==> src/rtl/serial_subtractor_pkg.sv <==
// ============================================================================
// Module : serial_subtractor_pkg
// Brief  : State encoding and helper function shared by the serial subtractor.
// Rev    : 1.0  initial release
// ============================================================================
`default_nettype none

package serial_subtractor_pkg;

   typedef enum logic [1:0] {
      S_IDLE  = 2'd0,
      S_SHIFT = 2'd1,
      S_DONE  = 2'd2
   } state_t;

   // Bits needed to count 0..n-1; never less than one bit.
   function automatic int clog2(input int n);
      int r;
      r = 0;
      for (int v = n - 1; v > 0; v = v >> 1) begin
         r = r + 1;
      end
      if (r == 0) begin
         r = 1;
      end
      return r;
   endfunction

endpackage

`default_nettype wire

==> src/rtl/serial_subtractor_full_subtractor.sv <==
// ============================================================================
// Module : full_subtractor
// Brief  : Single-bit full subtractor cell, x - y - bin.
// Rev    : 1.0  initial release
// ============================================================================
`default_nettype none

module full_subtractor (
   input  logic x,
   input  logic y,
   input  logic bin,
   output logic d,
   output logic bout
);

   assign d    = x ^ y ^ bin;
   assign bout = (~x & y) | (~(x ^ y) & bin);

endmodule

`default_nettype wire

==> src/rtl/serial_subtractor.sv <==
// ============================================================================
// Module : serial_subtractor
// Brief  : Bit-serial unsigned subtractor, diff = a - b, LSB first.
// Rev    : 1.0  initial release
// ============================================================================
`default_nettype none

module serial_subtractor
   import serial_subtractor_pkg::*;
#(
   parameter int WIDTH = 8
) (
   input  logic             clk,
   input  logic             rst,
   input  logic             start,
   input  logic [WIDTH-1:0] a,
   input  logic [WIDTH-1:0] b,
   output logic             busy,
   output logic             done,
   output logic [WIDTH-1:0] diff,
   output logic             borrow
);

   localparam int CNT_W = clog2(WIDTH);
   localparam logic [CNT_W-1:0] C_LAST = CNT_W'(WIDTH - 1);

   state_t           state_q,  state_d;
   logic [WIDTH-1:0] a_sr_q,   a_sr_d;
   logic [WIDTH-1:0] b_sr_q,   b_sr_d;
   logic [WIDTH-1:0] res_sr_q, res_sr_d;
   logic [CNT_W-1:0] cnt_q,    cnt_d;
   logic             bflop_q,  bflop_d;
   logic [WIDTH-1:0] diff_q,   diff_d;
   logic             borrow_q, borrow_d;

   logic             fs_d;
   logic             fs_bo;
   logic [WIDTH-1:0] res_next;

   full_subtractor u_fs (
      .x    (a_sr_q[0]),
      .y    (b_sr_q[0]),
      .bin  (bflop_q),
      .d    (fs_d),
      .bout (fs_bo)
   );

   // Result fills from the MSB so after WIDTH shifts bit 0 sits at the LSB.
   assign res_next = {fs_d, res_sr_q[WIDTH-1:1]};

   always_comb begin
      state_d  = state_q;
      a_sr_d   = a_sr_q;
      b_sr_d   = b_sr_q;
      res_sr_d = res_sr_q;
      cnt_d    = cnt_q;
      bflop_d  = bflop_q;
      diff_d   = diff_q;
      borrow_d = borrow_q;
      case (state_q)
         S_IDLE: begin
            if (start) begin
               state_d  = S_SHIFT;
               a_sr_d   = a;
               b_sr_d   = b;
               res_sr_d = '0;
               cnt_d    = '0;
               bflop_d  = 1'b0;
            end
         end
         S_SHIFT: begin
            a_sr_d   = a_sr_q >> 1;
            b_sr_d   = b_sr_q >> 1;
            res_sr_d = res_next;
            bflop_d  = fs_bo;
            cnt_d    = cnt_q + CNT_W'(1);
            if (cnt_q == C_LAST) begin
               state_d  = S_DONE;
               diff_d   = res_next;
               borrow_d = fs_bo;
            end
         end
         S_DONE: begin
            state_d = S_IDLE;
         end
         default: begin
            state_d = S_IDLE;
         end
      endcase
   end

   always_ff @(posedge clk) begin
      if (rst) begin
         state_q  <= S_IDLE;
         a_sr_q   <= '0;
         b_sr_q   <= '0;
         res_sr_q <= '0;
         cnt_q    <= '0;
         bflop_q  <= 1'b0;
         diff_q   <= '0;
         borrow_q <= 1'b0;
      end else begin
         state_q  <= state_d;
         a_sr_q   <= a_sr_d;
         b_sr_q   <= b_sr_d;
         res_sr_q <= res_sr_d;
         cnt_q    <= cnt_d;
         bflop_q  <= bflop_d;
         diff_q   <= diff_d;
         borrow_q <= borrow_d;
      end
   end

   assign busy   = (state_q != S_IDLE);
   assign done   = (state_q == S_DONE);
   assign diff   = diff_q;
   assign borrow = borrow_q;

endmodule

`default_nettype wire
==> config.mk <==
export PLATFORM = sky130hd
export DESIGN_NAME = serial_subtractor
export DESIGN_NICKNAME = d
export VERILOG_FILES = /design/src/rtl/serial_subtractor_pkg.sv /design/src/rtl/serial_subtractor_full_subtractor.sv /design/src/rtl/serial_subtractor.sv
export SDC_FILE = /design/constraint.sdc
export NUM_CORES = 1
export LEC_CHECK = 0
export ABC_AREA = 1
export ABC_CLOCK_PERIOD_IN_PS = 3500
export BUFFER_PORTS_ARGS = -buffer_cell sky130_fd_sc_hd__buf_4
export CORE_UTILIZATION = 35
export CTS_CLUSTER_DIAMETER = 50
export CTS_CLUSTER_SIZE = 28
export DETAILED_ROUTE_END_ITERATION = 8
export GPL_TIMING_DRIVEN = 0
export HOLD_SLACK_MARGIN = 0.08
export PLACE_DENSITY_LB_ADDON = 0.25
export SLEW_MARGIN = 20
export SYNTH_ARGS = -nofsm -noshare
export SYNTH_HDL_FRONTEND = slang
export SYNTH_SLANG_ARGS = --single-unit
==> constraint.sdc <==
create_clock -name clk -period 3.5 [get_ports clk]
set_input_delay 0.7 -clock clk [delete_from_list [all_inputs] [get_ports clk]]
set_output_delay 0.7 -clock clk [all_outputs]
set_load 0.1 [all_outputs]
==> metrics.md, run 1 <==
| Metric | Value |
|---|---|
| Req. time, crit path | 2.80 ns |
| Hold EP | bflop_q$_SDFFE_PP0P_ |
| Post-synthesis cell area | 1693 um^2 |
| Sequential fraction of the synthesis area | 44.94% |
| Most used flip-flop cell after synthesis | dfxtp_1 |
| Die Y | 71.55 um |
| Min Tclk post-route | 2.061 ns |
| Clk buf depth | 2 |
| Outcome | finished clean |
| # hold bufs at CTS | 0 |
| Die X | 71.55 um |
| # diodes | 0 |
| Max-slew violation count | 0 |
| Synth async-reset ratio | 0% |
| Max IR drop VDD | 0.1705 mV |
| Yosys warnings | 0 |
| CP max FO | 10 |
| Worst r2r path cells | 8 |
| Post-DP HPWL | 2421 um |
| RSZ-0062 raised after global routing | no |
| Setup crit start | state_q[0]$_SDFFE_PP0P_ |
| Hold_sp | bflop_q$_SDFFE_PP0P_ |
| Total GRT Usage | 16.22% |
| Input/output buffers | 29 |
| FF-to-FF End | diff[3]$_SDFFE_PP0P_ |
| CP delay by family, top | buffers and inverters |
| Initial drt markers | 82 |
| Final ANT Viol Nets | 0 |
| Slowest CP cell | dfxtp_1 |
| Count leader, synth | nand2_1 |
| Max-cap violations | 0 |
| Initial antenna violation count | 0 |
| Clock Skew | 0.005811 ns |
| # setup viols final | 0 |
| Util after Layout | 45.97% |
| Post-CTS Resized | 0 |
| Synth cell count leaders | nand2_1, dfxtp_1, inv_1 |
| Arrival time at the worst endpoint | 1.36 ns |
| H-tree levels | 2 |
| Pin count of the biggest net entering global routing | 13 |
| Final RePlAce weighted congestion | 0.7454 |
| Setup ws final | 1.439 ns |
| Routed WL | 3575 um |
| Max-slew headroom | 69.23% |
| Post-Place Cells | 330 |
| # rows | 24 |
| Final Hold Viols | 0 |
| Total gr overflow | 0 |
| # Post-CTS Setup Buffers | 0 |
| R2R Path Start | cnt_q[0]$_SDFFE_PP0P_ |
| Syn Nets | 271 |
| Layout cell share with drive strength beyond 1 | 17.83% |
| Post-DP Area | 1976 um^2 |
| DP Worst Slack | 1.755 ns |
| EDFF count, synth | 0 |
| Worst-Skew Late Latency | 0.29 ns |
| Clock Sinks | 38 |
| Area growth from synthesis to layout | 22.32% |
| Slew @ Worst Pin | 0.4616 ns |
| R2r setup slk | 2.23 ns |
| Setup Crit Path Kind | reg2out |
| Num CTS Buffers | 5 |
| Avg Inst Size Synth | 6.799 um^2 |
| PwrDens | 437.1 nW/um^2 |
| Number of synthesized register bits | 38 |
| Mapped Cells | 249 |
| Finished Layout Cells | 338 |
| # IOs | 30 |
| Setup_tns | 0 ns |
| Crit path largest cell delay | 0.31 ns |
| Total core area | 4504 um^2 |
| Routed len/inst | 10.58 um |
| DRT Pass-1 Iters | 4 |
| Post-synth top area cell | dfxtp_1 |
| F_max | 485.2 MHz |
| Crit. End Element | output pin |
| Share of the synthesized area in the top cell type | 44.94% |
| CTS tree | yes |
| Drt via density | 4.524 |
| Cell-by-cell trace of the critical path | buf_6 > buf_2 > nor2_1 > buf_4 |
| Starting Density | 37.58% |
| Distinct cells, synth | 19 |
| Root buf cell | clkbuf_8 |
| First-pass GRT wire length | 6216 um |
| DRC viols | 0 |
| P_leak | 1.052 nW |
| Via count | 1529 |
| Worst Hold Class | reg2reg |
| Tcrit/Tclk final | 58.88% |
| Largest cells by area after synthesis | dfxtp_1, nand2_1, inv_1, a21oi_1, nor2_1 |
| WP buf/inv | 3 |
| Layout Nets | 307 |
| Die area | 5119 um^2 |
| WHS Path Cells | 2 |
| Vias in the first global route | 1402 |
| Clock Pin Slew Worst Setup and Hold Paths | 0.08 ns |
| Worst setup SP type | register |
| Design Area, Final | 2071 um^2 |
worst max path at each step:
stage | endpoint | depth (start not counted) | slack [ns]
final | done | 4 | 1.44
after global routing | done | 4 | 1.38
after CTS | done | 4 | 1.42
after detailed placement | done | 4 | 1.76
after global placement | done | 4 | 1.74
after floorplan | done | 3 | 0.95
layer usage:
layer | up-vias | wire (um) | GRT usage, %
met5 | - | 0 | 0
met4 | 0 | 82 | 8.497
met3 | 5 | 147 | 5.063
met2 | 31 | 1471 | 24.13
met1 | 679 | 1874 | 21.16
li1 | 814 | - | -
per-stage QoR:
stage,hold WS (ns),power [mW]
floorplan,0.4329,0.5586
global placement,0.4486,0.5965
detailed placement,0.4518,0.5985
CTS,0.4627,0.9149
global route,0.4857,0.9525
finish,0.4611,0.9052
area by class of cell:
type	count	area [um^2]
tap	52	65.06
fill	460	2434
buffer	11	80.08
timing repair buffer	29	217.7
multi-input combinational	160	701.9
clock inverter	2	12.51
clock buffer	6	82.58
inverter	40	150.1
sequential	38	760.7
registers in the layout (all words and copies together), names as in the netlist:
| signal | flops |
|---|---|
| borrow | 1 |
| a_sr_q | 8 |
| cnt_q | 3 |
| b_sr_q | 8 |
| state_q | 2 |
| diff | 8 |
| res_sr_q | 7 |
| bflop_q | 1 |
layout by cell type (no fill, tap or decap), drive strengths merged:
| cell | count |
|---|---|
| nand3 | 10 |
| clkbuf | 7 |
| nand2 | 95 |
| fa | 1 |
| nor3 | 1 |
| inv | 40 |
| a21oi | 26 |
| buf | 39 |
| ha | 2 |
| dfxtp | 38 |
| clkinv | 1 |
| o21ai | 4 |
| clkinvlp | 1 |
| nor2 | 21 |
logic make-up (layout without fill, tap and decap cells):
logic type	count (synthesis)	after routing	synth area share (%)
simple gates	127	127	29.27
flops	38	38	44.94
fa+ha+maj	3	3	2.661
compound gates	30	30	9.534
buf+inv	51	88	13.60
worst register-to-register path, stage by stage (launching register included):
cell     delay (ns)
dfxtp_1        0.36
ha_1           0.15
ha_1           0.14
nand2_1        0.07
nor2_2         0.14
nand2_1        0.09
inv_2          0.14
nand2_1        0.07
nand2_1        0.05
power breakdown:
part	switching (mW)	internal, mW
sequential	0.00679	0.452
combinational	0.0758	0.0524
clock	0.160	0.158
total	0.242	0.663
No activity file was read; power rests on OpenSTA's default activity.
==> run 2: changes to the inputs <==
--- a/config.mk
+++ b/config.mk
@@ -5,8 +5,8 @@
 export SDC_FILE = /design/constraint.sdc
 export NUM_CORES = 1
 export LEC_CHECK = 0
-export ABC_AREA = 1
-export ABC_CLOCK_PERIOD_IN_PS = 3500
+export ABC_AREA = 0
+export ABC_CLOCK_PERIOD_IN_PS = 1720
 export BUFFER_PORTS_ARGS = -buffer_cell sky130_fd_sc_hd__buf_4
 export CORE_UTILIZATION = 35
 export CTS_CLUSTER_DIAMETER = 50
==> constraint.sdc (replaced) <==
create_clock -name clk -period 1.72 [get_ports clk]
set_input_delay 0.344 -clock clk [delete_from_list [all_inputs] [get_ports clk]]
set_output_delay 0.344 -clock clk [all_outputs]
set_load 0.1 [all_outputs]
==> run 2 against run 1 <==
Clock power increased by 100%. First-iteration DRC count fell by 39%. Power up 100%. Cell area fell by 5.0%. Register-to-register slack got worse by 2.0 ns. Count of clock-buffer cells in the layout stayed put. Utilization decreased by 0.77 points. Combinational power rose by 84%. Non-clock buffer count grew 1.
==> metrics.md, run 2 <==
| Metric | Value |
|---|---|
| Outcome | finished clean |
| Layout Nets | 220 (-28%) |
| F_max | 635.2 MHz |
| Setup ws final | 0.1456 ns (-1.293 ns) |
| Max IR drop VDD | 0.5583 mV (+230%) |
| Post-DP HPWL | 2462 um (+1.7%) |
| CP max FO | 7 (-3) |
| Share of the synthesized area in the top cell type | 47.69% (+2.7 points) |
| # diodes | 0 (unchanged) |
| Max-slew violation count | 0 (unchanged) |
| # rows | 24 (unchanged) |
| Layout cell share with drive strength beyond 1 | 33.17% (+15 points) |
| Sequential fraction of the synthesis area | 47.69% (+2.7 points) |
| Final ANT Viol Nets | 0 (unchanged) |
| Min Tclk post-route | 1.574 ns |
| DRT Pass-1 Iters | 4 (unchanged) |
| Clock Pin Slew Worst Setup and Hold Paths | 0.07 ns (about the same) |
| Slew @ Worst Pin | 0.4626 ns (+0.001071 ns) |
| Max-slew headroom | 69.16% (-0.071 points) |
| Initial drt markers | 50 (-39%) |
| # Post-CTS Setup Buffers | 0 (unchanged) |
| Input/output buffers | 28 (-3.4%) |
| Clock share of power | 35.5% (+0.4 points) |
| Design Power | 1.825 mW (+100%) |
| Worst Hold Class | in2reg |
| # hold bufs at CTS | 0 (unchanged) |
| Req. time, crit path | 1.38 ns (-1.42 ns) |
| Most used flip-flop cell after synthesis | dfxtp_1 |
| Register Area | 760.7 um^2 (unchanged) |
| Arrival time at the worst endpoint | 1.23 ns (-0.13 ns) |
| CP delay by family, top | flip-flops |
| Number of synthesized register bits | 38 (unchanged) |
| Hold WS | 0.3194 ns (-0.1417 ns) |
| # setup viols final | 0 (unchanged) |
| Final Hold Viols | 0 (unchanged) |
| CTS tree | yes |
| Sw Pwr | 0.4729 mW (+95%) |
| Setup_tns | 0 ns (unchanged) |
| Finished Layout Cells | 251 (-26%) |
| Mapped Cells | 163 (-35%) |
| Clock Sinks | 38 (unchanged) |
| Routed len/inst | 14.09 um (+33%) |
| Total core area | 4354 um^2 (-3.3%) |
| Drt via density | 5.068 (+12%) |
| Die Y | 69.51 um (-2.8%) |
| Syn Nets | 185 (-32%) |
| # IOs | 30 (unchanged) |
| H-tree levels | 2 (unchanged) |
| Post-CTS Resized | 0 (unchanged) |
| Worst-Skew Late Latency | 0.29 ns (about the same) |
| Clock Skew | 0.01152 ns (+0.005710 ns) |
| Max-cap violations | 0 (unchanged) |
| EDFF count, synth | 0 (unchanged) |
| Yosys warnings | 0 (unchanged) |
| Util after Layout | 45.20% (-0.77 points) |
| First-pass GRT wire length | 5927 um (-4.6%) |
| PwrDens | 927.0 nW/um^2 (+110%) |
| Sw frac | 25.92% (-0.84 points) |
| Tcrit/Tclk final | 91.53% |
| Slowest CP cell | dfxtp_1 |
| Initial antenna violation count | 0 (unchanged) |
| Distinct cells, synth | 24 (+5) |
| Worst setup SP type | register |
| Design Area, Final | 1968 um^2 (-5.0%) |
| Total GRT Usage | 15.52% (-0.70 points) |
| Root buf cell | clkbuf_8 |
| Comb pwr share | 12.9% (-1.3 points) |
| Die X | 69.51 um (-2.8%) |
| Multi-input gate area | 665.6 um^2 (-5.2%) |
| DP Worst Slack | 0.2122 ns (-1.543 ns) |
| Vias in the first global route | 1269 (-9.5%) |
| Most common cell after layout, fill and taps aside | dfxtp_1 |
| Pin count of the biggest net entering global routing | 13 (unchanged) |
| Via count | 1272 (-17%) |
| Final RePlAce weighted congestion | 0.7201 (-3.4%) |
| Count leader, synth | dfxtp_1 |
| Post-Place Cells | 243 (-26%) |
| RSZ-0062 raised after global routing | no |
| Cell-by-cell trace of the critical path | nor2b_2 > buf_4 |
| Crit path largest cell delay | 0.47 ns (+0.16 ns) |
| Crit. End Element | output pin |
| Area growth from synthesis to layout | 23.37% |
| Largest cells by area after synthesis | dfxtp_1, o221a_1, a21oi_2, a22oi_1, inv_1 |
| Fillers | 402 (-13%) |
| Sequential share of power | 51.7% (+1.0 points) |
| Post-synthesis cell area | 1595 um^2 (-5.8%) |
| DRC viols | 0 (unchanged) |
| Avg Inst Size Synth | 9.787 um^2 (+44%) |
| Starting Density | 36.64% (-0.95 points) |
| Clk buf depth | 2 (unchanged) |
| WP buf/inv | 1 (-2) |
| Routed WL | 3537 um (-1.1%) |
| Setup Crit Path Kind | reg2out |
| Pint | 1.352 mW (+100%) |
| Post-synth top area cell | dfxtp_1 |
| Die area | 4832 um^2 (-5.6%) |
| Synth async-reset ratio | 0% (unchanged) |
| P_leak | 0.8017 nW (-24%) |
| Num CTS Buffers | 5 (unchanged) |
| Synth cell count leaders | dfxtp_1, inv_1, nor2_1 |
| Most frequent cells in the layout | dfxtp_1, buf_4, nor2_1, inv_1, a22oi_1 |
| Post-DP Area | 1873 um^2 (-5.2%) |
| Total gr overflow | 0 (unchanged) |
==> run 2: changes by cell type in the layout (fill, tap and decap cells not counted), moves of 3 or more <==
cell | before | now
o221a_1 | 0 | 10
inv_1 | 37 | 18
nand2_1 | 94 | 9
a21oi_1 | 26 | 11
a22oi_1 | 0 | 12
inv_2 | 3 | 0
a21oi_2 | 0 | 11
o21ai_0 | 3 | 0
buf_2 | 1 | 4
o221a_2 | 0 | 4
==> run 2: path summary, 6_finish.rpt <==
path	startpoint	slack (ns)	cells past startpoint	to
worst max-delay path	state_q[1]$_SDFFE_PP0P_	0.15	2	done
worst max register to register	cnt_q[0]$_SDFFE_PP0P_	0.20	6	borrow$_SDFFE_PP0P_
worst min register to register	diff[6]$_SDFFE_PP0P_	0.46	2	diff[6]$_SDFFE_PP0P_
worst min-delay path	b[7]	0.32	3	b_sr_q[7]$_SDFFE_PP0P_
==> run 2: kinds of logic after synthesis <==
group	share of synthesized area, %
AO/OA/AOI/OAI	26.20
adder cells (fa/ha/maj)	2.823
buffers and inverters	10.74
flip-flops	47.69
multiplexers	1.255
AND/OR/NAND/NOR	11.29
==> run 2: worst register-to-register path: stages, from the launching register on <==
cell	delay [ns]
dfxtp_1	0.33
ha_1	0.21
ha_1	0.18
buf_2	0.19
nand3b_2	0.24
mux2i_1	0.22
nor2_1	0.05
==> run 2: final cells by class <==
class	count	area share, %
sequential	38	38.65
clock buffer	6	4.196
multi-input combinational	94	33.82
clock inverter	2	0.6357
timing repair buffer	28	10.68
buffer	13	5.277
inverter	18	3.433
tap	52	3.306
==> run 2: power by group through the flow <==
stage	clock, mW	sequential [mW]	combinational (mW)
after floorplan	0	0.955	0.169
final	0.647	0.943	0.235
after global placement	0	0.961	0.229
after detailed placement	0	0.962	0.234
after CTS	0.656	0.942	0.236
after global routing	0.693	0.947	0.256
==> run 2: routing by layer <==
| metal | wire length, um | up-vias | share of wire, % | track usage (%) |
|---|---|---|---|---|
| li1 | - | 636 | - | - |
| met1 | 1687 | 602 | 48 | 19.20 |
| met2 | 1660 | 26 | 47 | 24.70 |
| met3 | 136 | 8 | 3.8 | 4.506 |
| met4 | 53 | 0 | 1.5 | 7.483 |
| met5 | 0 | - | 0 | 0 |
==> run 3: changes to the inputs <==
--- a/config.mk
+++ b/config.mk
@@ -6,9 +6,9 @@
 export NUM_CORES = 1
 export LEC_CHECK = 0
 export ABC_AREA = 0
-export ABC_CLOCK_PERIOD_IN_PS = 1720
+export ABC_CLOCK_PERIOD_IN_PS = 2000
 export BUFFER_PORTS_ARGS = -buffer_cell sky130_fd_sc_hd__buf_4
-export CORE_UTILIZATION = 35
+export CORE_UTILIZATION = 39
 export CTS_CLUSTER_DIAMETER = 50
 export CTS_CLUSTER_SIZE = 28
 export DETAILED_ROUTE_END_ITERATION = 8
==> constraint.sdc (replaced) <==
create_clock -name clk -period 2 [get_ports clk]
set_input_delay 0.4 -clock clk [delete_from_list [all_inputs] [get_ports clk]]
set_output_delay 0.4 -clock clk [all_outputs]
set_load 0.1 [all_outputs]
==> run 3 against run 2 <==
Power down 0.90%. Clock skew decreased by 0.0072 ns. Wire length is 9.8% lower. Worst hold slack better by 0.048 ns. Non-clock buffer count did not move. Critical path depth is the same. Die area down 10%. Register-to-register slack better by 0.31 ns. Global-route usage increased by 0.52 points. Combinational power down 15%.
==> metrics.md, run 3 (synthesis results as in run 2) <==
| Metric | Value |
|---|---|
| H-tree levels | 2 (unchanged) |
| DRC viols | 0 (unchanged) |
| CP Depth | 2 (unchanged) |
| # hold bufs at CTS | 0 (unchanged) |
| # setup viols final | 0 (unchanged) |
| Die area | 4350 um^2 (-10%) |
| # rows | 22 (-8.3%) |
| CTS tree | yes |
| Setup ws final | 0.3778 ns (+0.2322 ns) |
| Clock Skew | 0.004291 ns (-0.007230 ns) |
| Starting Density | 42.00% (+5.4 points) |
| Die X | 65.96 um (-5.1%) |
| Root buf cell | clkbuf_8 |
| Total core area | 3799 um^2 (-13%) |
| Post-DP HPWL | 2214 um (-10%) |
| Util after Layout | 52.93% (+7.7 points) |
| Die Y | 65.96 um (-5.1%) |
| Max IR drop VDD | 0.3653 mV (-35%) |
| Via count | 1252 (-1.6%) |
| Drt via density | 5.069 (about the same) |
| Setup_tns | 0 ns (unchanged) |
| Post-Place Cells | 239 (-1.6%) |
| Pin count of the biggest net entering global routing | 13 (unchanged) |
| Setup Crit Path Kind | reg2out |
| DP Worst Slack | 0.5201 ns (+0.3079 ns) |
| Req. time, crit path | 1.60 ns (+0.22 ns) |
| Total gr overflow | 0 (unchanged) |
| Hold WS | 0.3676 ns (+0.04822 ns) |
| Post-DP Area | 1868 um^2 (-0.27%) |
| Final RePlAce weighted congestion | 0.6893 (-4.3%) |
| Min Tclk post-route | 1.622 ns |
| Outcome | finished clean |
| Tcrit/Tclk final | 81.11% |
| Input/output buffers | 28 (unchanged) |
| Layout cell share with drive strength beyond 1 | 33.17% (unchanged) |
| DRT Pass-1 Iters | 4 (unchanged) |
| P_leak | 0.8259 nW (+3.0%) |
| CP max FO | 7 (unchanged) |
| Max-cap violations | 0 (unchanged) |
| Routed len/inst | 12.91 um (-8.4%) |
| Num CTS Buffers | 5 (unchanged) |
| Most frequent cells in the layout | dfxtp_1, buf_4, nor2_1, inv_1, a22oi_1 |
| Finished Layout Cells | 247 (-1.6%) |
| Final Hold Viols | 0 (unchanged) |
| PwrDens | 899.2 nW/um^2 (-3.0%) |
| Design Area, Final | 2011 um^2 (+2.2%) |
| Crit. End Element | output pin |
| # Post-CTS Setup Buffers | 0 (unchanged) |
| Initial drt markers | 52 (+4.0%) |
| Cell-by-cell trace of the critical path | nor2b_2 > buf_4 |
| Worst-Skew Late Latency | 0.29 ns (about the same) |
| Post-CTS Resized | 0 (unchanged) |
| Total GRT Usage | 16.04% (+0.52 points) |
| RSZ-0062 raised after global routing | no |
| Most common cell after layout, fill and taps aside | dfxtp_1 |
| Crit path largest cell delay | 0.46 ns (about the same) |
| Routed WL | 3189 um (-9.8%) |
| Clock Sinks | 38 (unchanged) |
| Worst Hold Class | in2reg |
| Area growth from synthesis to layout | 26.04% |
| Worst r2r path cells | 6 (unchanged) |
| Worst setup SP type | register |
| WP buf/inv | 1 (unchanged) |
| Slew @ Worst Pin | 0.4462 ns (-0.01638 ns) |
| # diodes | 0 (unchanged) |
| CP delay by family, top | flip-flops |
| Design Power | 1.808 mW (-0.90%) |
| Slowest CP cell | dfxtp_1 |
| Final ANT Viol Nets | 0 (unchanged) |
| First-pass GRT wire length | 5133 um (-13%) |
| Layout Nets | 220 (unchanged) |
| Max-slew headroom | 70.25% (+1.1 points) |
| Arrival time at the worst endpoint | 1.22 ns (about the same) |
| Max-slew violation count | 0 (unchanged) |
| # IOs | 30 (unchanged) |
| WHS Path Cells | 3 (unchanged) |
| Clk buf depth | 2 (unchanged) |
| Vias in the first global route | 1141 (-10%) |
| Clock Pin Slew Worst Setup and Hold Paths | 0.07 ns (about the same) |
| F_max | 616.4 MHz |
| Initial antenna violation count | 0 (unchanged) |
run 3: cell count changes in the layout (fill, tap and decap cells not counted):
cell | previous run | this run
clkinvlp_4 | 1 | 0
clkinv_2 | 1 | 0
bufinv_16 | 0 | 2
run 3: cell type report:
class / count / area [um^2]
buffer: 13 / 103.9
clock buffer: 6 / 82.58
clock inverter: 2 / 60.06
fill: 355 / 1788
inverter: 18 / 67.56
multi-input combinational: 94 / 665.6
sequential: 38 / 760.7
tap: 48 / 60.06
timing repair buffer: 28 / 210.2
run 3: worst reg2reg max path: stages, from the launching register on:
cell and delay [ns]:
dfxtp_1 0.33, ha_1 0.20, ha_1 0.17, buf_2 0.18, nand3b_2 0.23, mux2i_1 0.22
nor2_1 0.05
run 3: path summary, 6_finish.rpt:
check                                from  slack (ns)                      to
setup / recovery  state_q[1]$_SDFFE_PP0P_        0.38                    done
hold / removal                       b[7]        0.37  b_sr_q[7]$_SDFFE_PP0P_
setup reg to reg    cnt_q[0]$_SDFFE_PP0P_        0.51     borrow$_SDFFE_PP0P_
hold reg to reg      diff[4]$_SDFFE_PP0P_        0.46    diff[4]$_SDFFE_PP0P_
run 3: report_power, final:
group	internal [mW]	switching [mW]
clock	0.532	0.266
combinational	0.0952	0.104
sequential	0.790	0.0203
run 3: layer usage:
metal	track usage (%)	up-vias	wire length, um
li1	-	637	-
met1	20.15	579	1517
met2	24.87	30	1446
met3	5.172	6	170
met4	7.181	0	55
met5	0	-	0
